**config.mk**
```make
export PLATFORM = sky130hd
export DESIGN_NAME = lock_seq_ctrl_flat
export DESIGN_NICKNAME = d
export VERILOG_FILES = /design/src/rtl/lock_seq_if.sv /design/src/rtl/lock_seq_ctrl.sv /design/src/flat_wrapper.sv
export SDC_FILE = /design/constraint.sdc
export NUM_CORES = 1
export LEC_CHECK = 0
export CORE_UTILIZATION = 58
export DETAILED_ROUTE_END_ITERATION = 6
export PLACE_DENSITY = 0.8
export SLEW_MARGIN = 20
export SYNTH_ARGS = -nofsm -noshare
export SYNTH_HDL_FRONTEND = slang
export SYNTH_SLANG_ARGS = --single-unit
```
**constraint.sdc**
```tcl
create_clock -name clk -period 2.6 [get_ports clk]
set_input_delay 0.52 -clock clk [delete_from_list [all_inputs] [get_ports clk]]
set_output_delay 0.52 -clock clk [all_outputs]
set_load 0.01 [all_outputs]
```
**src/rtl/lock_seq_if.sv**
```systemverilog
// Keypad-to-lock-controller bundle: key strobes in, status/LED code out.
interface lock_seq_if #(
  parameter int CODE_LEN = 4,
  parameter int DIGIT_W  = 4,
  parameter int MAX_FAIL = 3
);
  localparam int CW = $clog2(CODE_LEN + 1);
  localparam int FW = $clog2(MAX_FAIL + 1);

  logic               key_valid;
  logic [DIGIT_W-1:0] key_digit;
  logic               key_clear;
  logic               lock_now;
  logic [1:0]         led_sel;
  logic               unlocked;
  logic               locked_out;
  logic [CW-1:0]      digit_cnt;
  logic [FW-1:0]      fail_cnt;

  modport master (
    output key_valid, key_digit, key_clear, lock_now,
    input  led_sel, unlocked, locked_out, digit_cnt, fail_cnt
  );
  modport slave (
    input  key_valid, key_digit, key_clear, lock_now,
    output led_sel, unlocked, locked_out, digit_cnt, fail_cnt
  );
endinterface

```
**src/rtl/lock_seq_ctrl.sv**
```systemverilog
// Digital-lock sequencer: gathers keypad digits, checks them against PASSCODE,
// and times the open / error / lockout windows.
module lock_seq_ctrl #(
  parameter int                            CODE_LEN    = 4,
  parameter int                            DIGIT_W     = 4,
  parameter logic [CODE_LEN*DIGIT_W-1:0]   PASSCODE    = 16'h1234,
  parameter int                            MAX_FAIL    = 3,
  parameter int                            UNLOCK_CYC  = 500,
  parameter int                            ERR_CYC     = 100,
  parameter int                            LOCKOUT_CYC = 1000
) (
  input logic       clk,
  input logic       rst_n,
  lock_seq_if.slave bus
);
  localparam int CW   = $clog2(CODE_LEN + 1);
  localparam int FW   = $clog2(MAX_FAIL + 1);
  localparam int BW   = CODE_LEN * DIGIT_W;
  localparam int TMAX = (UNLOCK_CYC > ERR_CYC) ?
                        ((UNLOCK_CYC > LOCKOUT_CYC) ? UNLOCK_CYC : LOCKOUT_CYC) :
                        ((ERR_CYC > LOCKOUT_CYC) ? ERR_CYC : LOCKOUT_CYC);
  localparam int TW   = $clog2(TMAX + 1);

  localparam logic [2:0] S_IDLE    = 3'd0;
  localparam logic [2:0] S_ENTRY   = 3'd1;
  localparam logic [2:0] S_CHECK   = 3'd2;
  localparam logic [2:0] S_OPEN    = 3'd3;
  localparam logic [2:0] S_ERROR   = 3'd4;
  localparam logic [2:0] S_LOCKOUT = 3'd5;

  logic [2:0]    r_state,     w_nxt_state;
  logic [CW-1:0] r_digit_cnt, w_nxt_digit;
  logic [FW-1:0] r_fail_cnt,  w_nxt_fail;
  logic [BW-1:0] r_buf,       w_nxt_buf;
  logic [TW-1:0] r_timer,     w_nxt_timer;
  logic [1:0]    r_led_sel,   w_nxt_led;
  logic          r_unlocked;
  logic          r_locked_out;
  logic          w_store;

  // A clear strobe always beats a digit strobe in the same cycle.
  assign w_store = bus.key_valid && !bus.key_clear;

  always_comb begin
    w_nxt_state = r_state;
    w_nxt_digit = r_digit_cnt;
    w_nxt_fail  = r_fail_cnt;
    w_nxt_buf   = r_buf;
    w_nxt_timer = r_timer;
    case (r_state)
      S_IDLE: begin
        if (w_store) begin
          w_nxt_buf = '0;
          w_nxt_buf[BW-1 -: DIGIT_W] = bus.key_digit;
          w_nxt_digit = CW'(1);
          w_nxt_state = S_ENTRY;
        end
      end
      S_ENTRY: begin
        if (bus.key_clear) begin
          w_nxt_state = S_IDLE;
          w_nxt_digit = '0;
          w_nxt_buf   = '0;
        end else if (bus.key_valid) begin
          w_nxt_buf[(CODE_LEN-1-int'(r_digit_cnt))*DIGIT_W +: DIGIT_W] = bus.key_digit;
          w_nxt_digit = r_digit_cnt + CW'(1);
          if (r_digit_cnt == CW'(CODE_LEN-1))
            w_nxt_state = S_CHECK;
        end
      end
      S_CHECK: begin
        w_nxt_digit = '0;
        w_nxt_buf   = '0;
        if (r_buf == PASSCODE) begin
          w_nxt_state = S_OPEN;
          w_nxt_fail  = '0;
          w_nxt_timer = TW'(UNLOCK_CYC-1);
        end else if (r_fail_cnt == FW'(MAX_FAIL-1)) begin
          w_nxt_state = S_LOCKOUT;
          w_nxt_fail  = FW'(MAX_FAIL);
          w_nxt_timer = TW'(LOCKOUT_CYC-1);
        end else begin
          w_nxt_state = S_ERROR;
          w_nxt_fail  = r_fail_cnt + FW'(1);
          w_nxt_timer = TW'(ERR_CYC-1);
        end
      end
      S_OPEN: begin
        if (bus.lock_now || r_timer == '0) begin
          w_nxt_state = S_IDLE;
          w_nxt_timer = '0;
        end else
          w_nxt_timer = r_timer - TW'(1);
      end
      S_ERROR: begin
        if (r_timer == '0) w_nxt_state = S_IDLE;
        else               w_nxt_timer = r_timer - TW'(1);
      end
      S_LOCKOUT: begin
        if (r_timer == '0) begin
          w_nxt_state = S_IDLE;
          w_nxt_fail  = '0;
        end else
          w_nxt_timer = r_timer - TW'(1);
      end
      default: begin
        w_nxt_state = S_IDLE;
        w_nxt_digit = '0;
        w_nxt_buf   = '0;
        w_nxt_timer = '0;
      end
    endcase
  end

  always_comb begin
    case (w_nxt_state)
      S_OPEN:    w_nxt_led = 2'b01;
      S_ERROR:   w_nxt_led = 2'b10;
      S_LOCKOUT: w_nxt_led = 2'b11;
      default:   w_nxt_led = 2'b00;
    endcase
  end

  // Status flags are registered off the next state so they line up with r_state.
  always_ff @(posedge clk or negedge rst_n) begin
    if (!rst_n) begin
      r_state      <= S_IDLE;
      r_digit_cnt  <= '0;
      r_fail_cnt   <= '0;
      r_buf        <= '0;
      r_timer      <= '0;
      r_led_sel    <= 2'b00;
      r_unlocked   <= 1'b0;
      r_locked_out <= 1'b0;
    end else begin
      r_state      <= w_nxt_state;
      r_digit_cnt  <= w_nxt_digit;
      r_fail_cnt   <= w_nxt_fail;
      r_buf        <= w_nxt_buf;
      r_timer      <= w_nxt_timer;
      r_led_sel    <= w_nxt_led;
      r_unlocked   <= (w_nxt_state == S_OPEN);
      r_locked_out <= (w_nxt_state == S_LOCKOUT);
    end
  end

  assign bus.led_sel    = r_led_sel;
  assign bus.unlocked   = r_unlocked;
  assign bus.locked_out = r_locked_out;
  assign bus.digit_cnt  = r_digit_cnt;
  assign bus.fail_cnt   = r_fail_cnt;
endmodule
```
**src/flat_wrapper.sv**
```systemverilog
// flat-port wrapper written by rule: the top's interface ports become plain ports
module lock_seq_ctrl_flat 
#(
  parameter int                            CODE_LEN    = 4,
  parameter int                            DIGIT_W     = 4,
  parameter logic [CODE_LEN*DIGIT_W-1:0]   PASSCODE    = 16'h1234,
  parameter int                            MAX_FAIL    = 3,
  parameter int                            UNLOCK_CYC  = 500,
  parameter int                            ERR_CYC     = 100,
  parameter int                            LOCKOUT_CYC = 1000
)
  (clk, rst_n, bus_key_valid, bus_key_digit, bus_key_clear, bus_lock_now, bus_led_sel, bus_unlocked, bus_locked_out, bus_digit_cnt, bus_fail_cnt);
  lock_seq_if #(.CODE_LEN(CODE_LEN), .DIGIT_W(DIGIT_W), .MAX_FAIL(MAX_FAIL)) bus_i ();
  input logic clk;
  input logic rst_n;
  input wire logic [$bits(bus_i.key_valid)-1:0] bus_key_valid;
  input wire logic [$bits(bus_i.key_digit)-1:0] bus_key_digit;
  input wire logic [$bits(bus_i.key_clear)-1:0] bus_key_clear;
  input wire logic [$bits(bus_i.lock_now)-1:0] bus_lock_now;
  output wire logic [$bits(bus_i.led_sel)-1:0] bus_led_sel;
  output wire logic [$bits(bus_i.unlocked)-1:0] bus_unlocked;
  output wire logic [$bits(bus_i.locked_out)-1:0] bus_locked_out;
  output wire logic [$bits(bus_i.digit_cnt)-1:0] bus_digit_cnt;
  output wire logic [$bits(bus_i.fail_cnt)-1:0] bus_fail_cnt;
  assign bus_i.key_valid = bus_key_valid;
  assign bus_i.key_digit = bus_key_digit;
  assign bus_i.key_clear = bus_key_clear;
  assign bus_i.lock_now = bus_lock_now;
  assign bus_led_sel = bus_i.led_sel;
  assign bus_unlocked = bus_i.unlocked;
  assign bus_locked_out = bus_i.locked_out;
  assign bus_digit_cnt = bus_i.digit_cnt;
  assign bus_fail_cnt = bus_i.fail_cnt;
  lock_seq_ctrl #(.CODE_LEN(CODE_LEN), .DIGIT_W(DIGIT_W), .PASSCODE(PASSCODE), .MAX_FAIL(MAX_FAIL), .UNLOCK_CYC(UNLOCK_CYC), .ERR_CYC(ERR_CYC), .LOCKOUT_CYC(LOCKOUT_CYC)) u_core (.clk(clk), .rst_n(rst_n), .bus(bus_i));
endmodule
```
==> results of run 1 <==
what timing repair did:
item | in CTS | in global routing
endpoints found under the setup margin | 0 | 2
hold buffers | 0 | 0
buffers inserted | 0 | 0
layer usage:
| layer | GRT usage | vias up | part of all wire |
|---|---|---|---|
| li1 | - | 872 | - |
| met1 | 0.394 | 894 | 0.51 |
| met2 | 0.350 | 30 | 0.45 |
| met3 | 0.0375 | 7 | 0.028 |
| met4 | 0.122 | 0 | 0.015 |
| met5 | 0 | - | 0 |
logic make-up after synthesis:
logic type,share of synthesized area
AND/OR/NAND/NOR,0.222
AO/OA/AOI/OAI,0.206
flip-flops,0.427
buffers and inverters,0.0410
adder cells (fa/ha/maj),0.0561
multiplexers,0.0404
XOR/XNOR,0.00786
through the flow:
| stage | hold WS [ns] | total power, W | cells |
|---|---|---|---|
| after floorplan | 0.224 | 0.000605 | 223 |
| after global placement | 0.503 | 0.000632 | 285 |
| after detailed placement | 0.505 | 0.000632 | 285 |
| after CTS | 0.350 | 0.00112 | 293 |
| after global routing | 0.400 | 0.00115 | 293 |
| final | 0.324 | 0.00111 | 293 |
state kept, by name, indices dropped and copies added, names as in the netlist:
name / count
u_core.r_buf: 16
u_core.bus.fail_cnt: 2
u_core.bus.led_sel: 2
u_core.bus.unlocked: 1
u_core.r_state: 3
u_core.r_timer: 10
u_core.bus.locked_out: 1
u_core.bus.digit_cnt: 3
worst paths after layout:
check	startpoint	end	slack, ns	cells past startpoint
min reg2reg	u_core.r_buf[5]	u_core.r_buf[5]	0.52	2
max	u_core.bus.digit_cnt[2]	u_core.r_buf[10]	0.22	8
min in group clk	u_core.r_buf[5]	u_core.r_buf[5]	0.52	2
max reg2reg	u_core.bus.digit_cnt[2]	u_core.r_buf[10]	0.22	8
max in group asynchronous	rst_n	u_core.r_timer[0]	1.75	1
min	rst_n	u_core.bus.digit_cnt[2]	0.32	1
power by group:
group | total (W) | switching (W) | internal, W
Clock | 0.000494 | 0.000212 | 0.000282
Combinational | 0.0000293 | 0.0000175 | 0.0000118
Sequential | 0.000591 | 0 | 0.000591
placed cells by master (no fill, tap or decap), types with 2 or more instances in the layout:
| cell type | n |
|---|---|
| or3b_2 | 4 |
| and3_1 | 2 |
| nor4bb_1 | 2 |
| o21ai_0 | 14 |
| nor3b_1 | 3 |
| o2bb2ai_1 | 2 |
| nand4_1 | 5 |
| dfrtp_1 | 38 |
| clkdlybuf4s50_1 | 16 |
| nor2_1 | 16 |
| clkbuf_8 | 5 |
| nor4_1 | 3 |
| o21ai_1 | 4 |
| clkinv_2 | 2 |
| a21o_1 | 3 |
| inv_1 | 13 |
| nand3_1 | 6 |
| ha_1 | 10 |
| nand2_1 | 18 |
| o22ai_1 | 2 |
| a22o_1 | 14 |
| xnor2_1 | 2 |
| buf_4 | 4 |
| o41ai_1 | 2 |
| nor4b_2 | 2 |
| a31oi_1 | 3 |
| nor3_1 | 7 |
| a21oi_1 | 7 |
| mux2i_1 | 9 |
final cells by class:
cell class              instances  area [um^2]  area share
repair buffers                 21          195      0.0765
flip-flops and latches         38          951       0.373
clock buffers                   5         68.8      0.0270
well taps                      48         60.1      0.0236
inverters                      13         48.8      0.0191
multi-input cells             165         1190       0.465
clock inverters                 3         40.0      0.0157
==> summary.md, run 1 <==
| Metric | Value |
|---|---|
| Pwr per Cell Area | 437 nW/um^2 |
| Top-area cell type share of the netlist area | 0.427 |
| Max incr delay on CP | 0.44 ns |
| Fill cells | 296 |
| Starting Density | 0.609 |
| Root buffer cell | clkbuf_8 |
| Most numerous cell in the Yosys netlist | dfrtp_1 |
| Post-synth EDFFs | 0 |
| Startpoint types | flip-flop |
| Initial antenna violation count | 0 |
| Largest area contributor in the netlist | dfrtp_1 |
| Final Cycle Share | 0.917 |
| Leak | 1.17 nW |
| Clock-pin slew on the worst setup and hold paths | 0.08 ns |
| HP Class | in2async |
| Pin count of the biggest net entering global routing | 39 |
| Sink Count | 38 |
| Critical Path AT | 2.53 ns |
| Global route overflow | 0 |
| DRT Pass-1 Iters | 4 |
| Starting DRT DRC Count | 204 |
| Row count | 22 |
| RSZ-0062 raised after global routing | false |
| Die Ht | 64.0 um |
| Min cycle time layout | 2.38 ns |
| Synth top area cells | dfrtp_1 (43%), ha_1 (5.6%), a22o_1 (5.5%), mux2i_1 (4.0%), o21ai_0 (3.1%) |
| H-tree level count | 2 |
| Placement Cell Area | 2440 um^2 |
| F_max | 420 MHz |
| Max VDD drop | 0.427 mV |
| Resized cells post-CTS | 0 |
| Share of cells above drive strength 1 | 0.110 |
| Syn nets | 242 |
| Area of the die | 4090 um^2 |
| Worst-Margin Slew | 0.907 ns |
| Drt total wl | 4.69 mm |
| Gr usage total | 0.256 |
| Final-report setup violation count | 0 |
| WL per Instance | 16.0 um |
| I/O pin count | 18 |
| Max-cap violation count | 0 |
| Layout area overhead | 14.4% |
| Rel. slew slack | 0.395 |
| Synth Flop Type | dfrtp_1 |
| Vias in the first global route | 1609 |
| WP buf/inv | 1 |
| ANT nets after route | 0 |
| Final Hold Fails | 0 |
| Post-layout nets | 263 |
| Syn Inst Count | 223 |
| Seq cells post-synth | 38 |
| Syn_area_per_cell | 9.99 um^2 |
| Sequential area share after synthesis | 0.427 |
| Pre-CTS WS | 0.0112 ns |
| Setup tns final | 0 ns |
| GPL Wtd Cong | 0.840 |
| CTS Buf Count | 5 |
| Crit-path leading delay family | simple AND/OR/NAND/NOR gates |
| Most frequent cells after synthesis | dfrtp_1 (38), nand2_1 (18), nor2_1 (16) |
| Critical path peak fanout | 8 |
| # port buffers | 17 |
| Clock skew | 0.00404 ns |
| Via density | 6.15 |
| Core region area | 3660 um^2 |
| Netlist cell types | 54 |
| # diodes | 0 |
| Global-route wire length before repair | 7.98 mm |
| Post-Syn Area | 2230 um^2 |
| Drt drc | 0 |
| Post-DP HPWL | 3.27 mm |
| Latest clock arrival within the worst-skew pair | 0.29 ns |
| Die Width | 64.0 um |
| Final Util | 0.697 |
| Fin worst setup slack | 0.216 ns |
| CTS tree | yes |
| Final non-filler cell area | 2550 um^2 |
| Via count | 1803 |
| Worst Path Required | 2.75 ns |
| Max Slew Vio Count | 0 |
| Critical Path Slowest Stage Cell | dfrtp_1 |
| Clock buffer depth | 2 |
| Crit path capture type | flip-flop |
| Status | finished clean |
| Synthesis Warnings | 0 |
| Critical path, cell by cell | inv_1 -> nand3_1 -> ha_1 -> xnor2_1 -> nor3b_1 -> nand4_1 -> mux2i_1 -> nor2_1 |
| Share of synthesized registers carrying an async set or reset | 1.00 |
| Critical path class | reg2reg |
Power figures use the tool's default switching activity.
==> inputs of run 2 (changes only) <==
--- a/config.mk
+++ b/config.mk
@@ -5,9 +5,11 @@
 export SDC_FILE = /design/constraint.sdc
 export NUM_CORES = 1
 export LEC_CHECK = 0
-export CORE_UTILIZATION = 58
+export CELL_PAD_IN_SITES_DETAIL_PLACEMENT = 0
+export CELL_PAD_IN_SITES_GLOBAL_PLACEMENT = 2
+export CORE_UTILIZATION = 37
 export DETAILED_ROUTE_END_ITERATION = 6
-export PLACE_DENSITY = 0.8
+export PLACE_DENSITY = 0.78
 export SLEW_MARGIN = 20
 export SYNTH_ARGS = -nofsm -noshare
 export SYNTH_HDL_FRONTEND = slang
==> summary.md, run 2 (synthesis gave the netlist of run 1 again) <==
| Metric | Value |
|---|---|
| Reg-to-reg endpoint | u_core.r_buf[5] |
| Share of cells above drive strength 1 | 0.117 |
| Fill cells | 559 |
| Final Hold Fails | 0 |
| Post-DP HPWL | 3.82 mm |
| Most common cell after layout, fill and taps aside | dfrtp_1 |
| Final-report setup violation count | 0 |
| Starting DRT DRC Count | 127 |
| Reg2reg start | u_core.bus.digit_cnt[0] |
| # diodes | 0 |
| Max-cap violation count | 0 |
| Critical path, cell by cell | ha_1 -> inv_1 -> ha_1 -> nor3_1 -> nand4_1 -> or3b_2 -> a21oi_1 |
| HP Class | in2async |
| Clock skew | 0.0133 ns |
| Area of the die | 6340 um^2 |
| Startpoint types | flip-flop |
| Root buffer cell | clkbuf_8 |
| Row count | 27 |
| Global route overflow | 0 |
| ANT nets after route | 0 |
| Pwr per Cell Area | 471 nW/um^2 |
| Worst-Margin Slew | 0.888 ns |
| I/O pin count | 18 |
| Worst path most repeated cell | ha_1 |
| Via count | 1770 |
| Max incr delay on CP | 0.55 ns |
| Crit-path leading delay family | simple AND/OR/NAND/NOR gates |
| RSZ-0062 raised after global routing | false |
| Final non-filler cell area | 2620 um^2 |
| Via density | 5.55 |
| Biggest regs | u_core.r_buf: 16 flops, u_core.r_timer: 10 flops |
| Critical path peak fanout | 8 |
| Setup tns final | 0 ns |
| Initial antenna violation count | 0 |
| Gr usage total | 0.187 |
| Drt drc | 0 |
| Die Ht | 79.6 um |
| Status | finished clean |
| Critical path class | reg2reg |
| WL per Instance | 16.7 um |
| FF-to-FF setup slack | 0.24 ns |
| Critical Path AT | 2.58 ns |
| F_max | 424 MHz |
| Crit path capture type | flip-flop |
| Drt total wl | 5.34 mm |
| Min cycle time layout | 2.36 ns |
| Rel. slew slack | 0.408 |
| Final Cycle Share | 0.907 |
| Layout area overhead | 17.7% |
| CTS Buf Count | 5 |
| Sink Count | 38 |
| Max VDD drop | 0.223 mV |
| Placement Cell Area | 2490 um^2 |
| Global-route wire length before repair | 8.88 mm |
| Max Slew Vio Count | 0 |
| Postcts setup bufs | 0 |
| Die Width | 79.6 um |
| Resized cells post-CTS | 0 |
| # port buffers | 17 |
| Post-layout nets | 265 |
| WP buf/inv | 1 |
| Latest clock arrival within the worst-skew pair | 0.30 ns |
| Cell depth of the worst flop-to-flop path | 7 |
| Leak | 1.20 nW |
| Most flops, register | u_core.r_buf |
| Starting Density | 0.395 |
| Pre-CTS WS | 0.154 ns |
| Fin worst setup slack | 0.242 ns |
| Pin count of the biggest net entering global routing | 39 |
| GPL Wtd Cong | 0.807 |
| CTS tree | yes |
| H-tree level count | 2 |
| DRT Pass-1 Iters | 4 |
| Hold Buf Count CTS | 0 |
| Core region area | 5640 um^2 |
| Worst Path Required | 2.83 ns |
| Clock-pin slew on the worst setup and hold paths | 0.09 ns |
| Clock buffer depth | 2 |
| Max reg flops | 16 |
| Critical Path Slowest Stage Cell | or3b_2 |
| Vias in the first global route | 1697 |
| Most frequent cells in the layout | dfrtp_1 (38), nand2_1 (18), nor2_1 (16), clkdlybuf4s50_1 (16) |
run 2: changes by cell type in the layout (fill, tap and decap cells not counted), sizes merged:
cell,delta
buf,+2
clkinv,-1
bufinv,+1
run 2: cell type report:
class	count	area, um^2	share of cell area
inverters	13	48.8	0.0186
clock inverters	3	68.8	0.0262
multi-input cells	165	1190	0.452
clock buffers	5	68.8	0.0262
well taps	72	90.1	0.0343
flip-flops and latches	38	951	0.362
repair buffers	23	210	0.0801
run 2: routing by layer:
| layer | wire, um | global-route usage | vias to the layer above |
|---|---|---|---|
| li1 | - | - | 870 |
| met1 | 2850 | 0.291 | 860 |
| met3 | 182 | 0.0400 | 6 |
| met5 | 0 | 0 | - |
| met2 | 2240 | 0.258 | 34 |
| met4 | 57 | 0.0436 | 0 |
run 2: stage by stage:
stage          hold WS [ns]   util  total power, W  std cells
5_1_grt               0.411  0.465         0.00128        319
6_report              0.343  0.465         0.00123        319
3_3_place_gp          0.494  0.441        0.000634        311
4_1_cts               0.374  0.465         0.00126        319
3_5_place_dp          0.503  0.441        0.000634        311
2_1_floorplan         0.224      -        0.000605        223
run 2: worst max path at each step:
stage,depth (start not counted),startpoint,slack [ns],end
6_report,7,u_core.bus.digit_cnt[0],0.24,u_core.r_buf[5]
5_1_grt,8,u_core.bus.digit_cnt[2],0.07,u_core.r_buf[8]
4_1_cts,7,u_core.bus.digit_cnt[0],0.24,u_core.r_buf[5]
3_5_place_dp,6,bus_key_clear,0.15,u_core.r_buf[5]
3_3_place_gp,6,bus_key_clear,0.21,u_core.r_buf[7]
2_1_floorplan,9,u_core.bus.digit_cnt[2],0.50,u_core.r_buf[0]
run 2: power breakdown:
group / internal (W) / switching, W
sequential: 0.000590 / 0
clock: 0.000385 / 0.000229
combinational: 0.0000118 / 0.0000189
total: 0.000987 / 0.000248
==> inputs of run 3 (changes only) <==
--- a/config.mk
+++ b/config.mk
@@ -7,9 +7,11 @@
 export LEC_CHECK = 0
 export CELL_PAD_IN_SITES_DETAIL_PLACEMENT = 0
 export CELL_PAD_IN_SITES_GLOBAL_PLACEMENT = 2
+export CORE_MARGIN = 8
 export CORE_UTILIZATION = 37
 export DETAILED_ROUTE_END_ITERATION = 6
 export PLACE_DENSITY = 0.78
+export SKIP_CTS_REPAIR_TIMING = 1
 export SLEW_MARGIN = 20
 export SYNTH_ARGS = -nofsm -noshare
 export SYNTH_HDL_FRONTEND = slang
==> constraint.sdc (replaced) <==
create_clock -name clk -period 2.2 [get_ports clk]
set_input_delay 0.44 -clock clk [delete_from_list [all_inputs] [get_ports clk]]
set_output_delay 0.44 -clock clk [all_outputs]
set_load 0.01 [all_outputs]
==> summary.md, run 3 (synthesis gave the netlist of run 1 again) <==
| Metric | Value |
|---|---|
| Status | finished clean |
| Fill cells | 591 |
| # diodes | 0 |
| Row count | 28 |
| Initial antenna violation count | 0 |
| Die Ht | 93.6 um |
| Footprint of the multi-input gates | 1250 um^2 |
| Die Width | 93.6 um |
| Rel. slew slack | 0.663 |
| Clock skew | 0.00884 ns |
| Vias in the first global route | 1776 |
| Starting DRT DRC Count | 58 |
| Max-cap violation count | 0 |
| Core region area | 5890 um^2 |
| Starting Density | 0.379 |
| Via density | 5.33 |
| Root buffer cell | clkbuf_8 |
| Fin worst setup slack | 0.102 ns |
| Crit path capture type | flip-flop |
| Layout area overhead | 28.0% |
| F_max | 477 MHz |
| Pre-CTS WS | -0.0672 ns |
| Overall power | 0.00135 W |
| Via count | 1843 |
| Startpoint types | flip-flop |
| Global route overflow | 0 |
| Met3 Use GR | 0.0337 |
| Most flops, register | u_core.r_buf |
| Critical path class | reg2reg |
| Sink Count | 38 |
| Clock-pin slew on the worst setup and hold paths | 0.07 ns |
| GR Util met2 | 0.182 |
| Most frequent cells in the layout | dfrtp_1 (38), buf_4 (31), nand2_1 (18), nor2_1 (16), clkdlybuf4s50_1 (16) |
| Share of cells above drive strength 1 | 0.225 |
| Latest clock arrival within the worst-skew pair | 0.29 ns |
| HP Class | in2async |
| Gr usage total | 0.132 |
| WL per Instance | 16.1 um |
| Worst-Margin Slew | 0.506 ns |
| Final Util | 0.484 |
| Global-route wire length before repair | 9.04 mm |
| Hold_ws | 0.197 ns |
| Pwr per Cell Area | 473 nW/um^2 |
| Max VDD drop | 0.333 mV |
| Drt total wl | 5.56 mm |
| Min cycle time layout | 2.10 ns |
| Area of the die | 8760 um^2 |
| Biggest regs | u_core.r_buf: 16 flops, u_core.r_timer: 10 flops |
| Met1 GRT Util | 0.194 |
| Most common cell after layout, fill and taps aside | dfrtp_1 |
| H-tree level count | 2 |
| CTS tree | yes |
| Final Hold Fails | 0 |
| Cell depth of the worst flop-to-flop path | 7 |
| Critical Path AT | 2.26 ns |
| DRT Pass-1 Iters | 4 |
| Post-layout nets | 290 |
| Max Slew Vio Count | 0 |
| Worst Path Required | 2.36 ns |
| GRT busiest layer | met1 |
| Max reg flops | 16 |
| Critical path peak fanout | 5 |
| Post-DP HPWL | 4.15 mm |
| Reg area | 951 um^2 |
| Drt drc | 0 |
| Clock buffer depth | 2 |
| Pin count of the biggest net entering global routing | 39 |
| CTS Buf Count | 5 |
| Final-report setup violation count | 0 |
| Final Cycle Share | 0.954 |
| ANT nets after route | 0 |
| GPL Wtd Cong | 0.804 |
| I/O pin count | 18 |
| # port buffers | 17 |
| Leak | 1.32 nW |
## run 3: final cells by class
cell class,count,area share
tap,75,0.0329
clock inverter,1,0.0105
sequential,38,0.333
inverter,13,0.0171
timing repair buffer,48,0.140
clock buffer,6,0.0290
multi-input combinational,165,0.437
## run 3: critical path, cell delays in order, from the launching register on
cell	delay, ns
dfrtp_1	0.39
inv_1	0.06
ha_2	0.20
or4b_4	0.50
o31ai_4	0.23
a21boi_2	0.10
o41ai_4	0.41
nor2_1	0.09
## run 3: power by group
part	switching, W	internal, W	leakage [nW]
logic	0.0000229	0.0000164	0.766
registers	0	0.000698	0.495
clock network	0.000248	0.000363	0.0573
## run 3: worst paths after layout
kind,startpoint,end,slack (ns)
worst max-delay path,u_core.r_timer[1],u_core.bus.unlocked,0.10
worst min-delay path,rst_n,u_core.r_timer[0],0.20
worst max register to register,u_core.r_timer[1],u_core.bus.unlocked,0.10
worst min register to register,u_core.bus.fail_cnt[0],u_core.bus.fail_cnt[0],0.51
max in group asynchronous,rst_n,u_core.r_timer[4],1.65
min in group clk,u_core.bus.fail_cnt[0],u_core.bus.fail_cnt[0],0.51
## run 3: routing by layer
metal	part of all wire	wire length, um
met5	0	0
met4	0.011	63
met3	0.043	238
met2	0.43	2370
met1	0.52	2880
## run 3: stage by stage
stage | instances | TNS, ns | cell area, um^2
2_1_floorplan | 223 | 0 | 2230
3_3_place_gp | 336 | -0.411 | 2660
3_5_place_dp | 336 | -0.292 | 2660
4_1_cts | 343 | -0.0980 | 2770
5_1_grt | 346 | -0.00302 | 2850
6_report | 346 | 0 | 2850
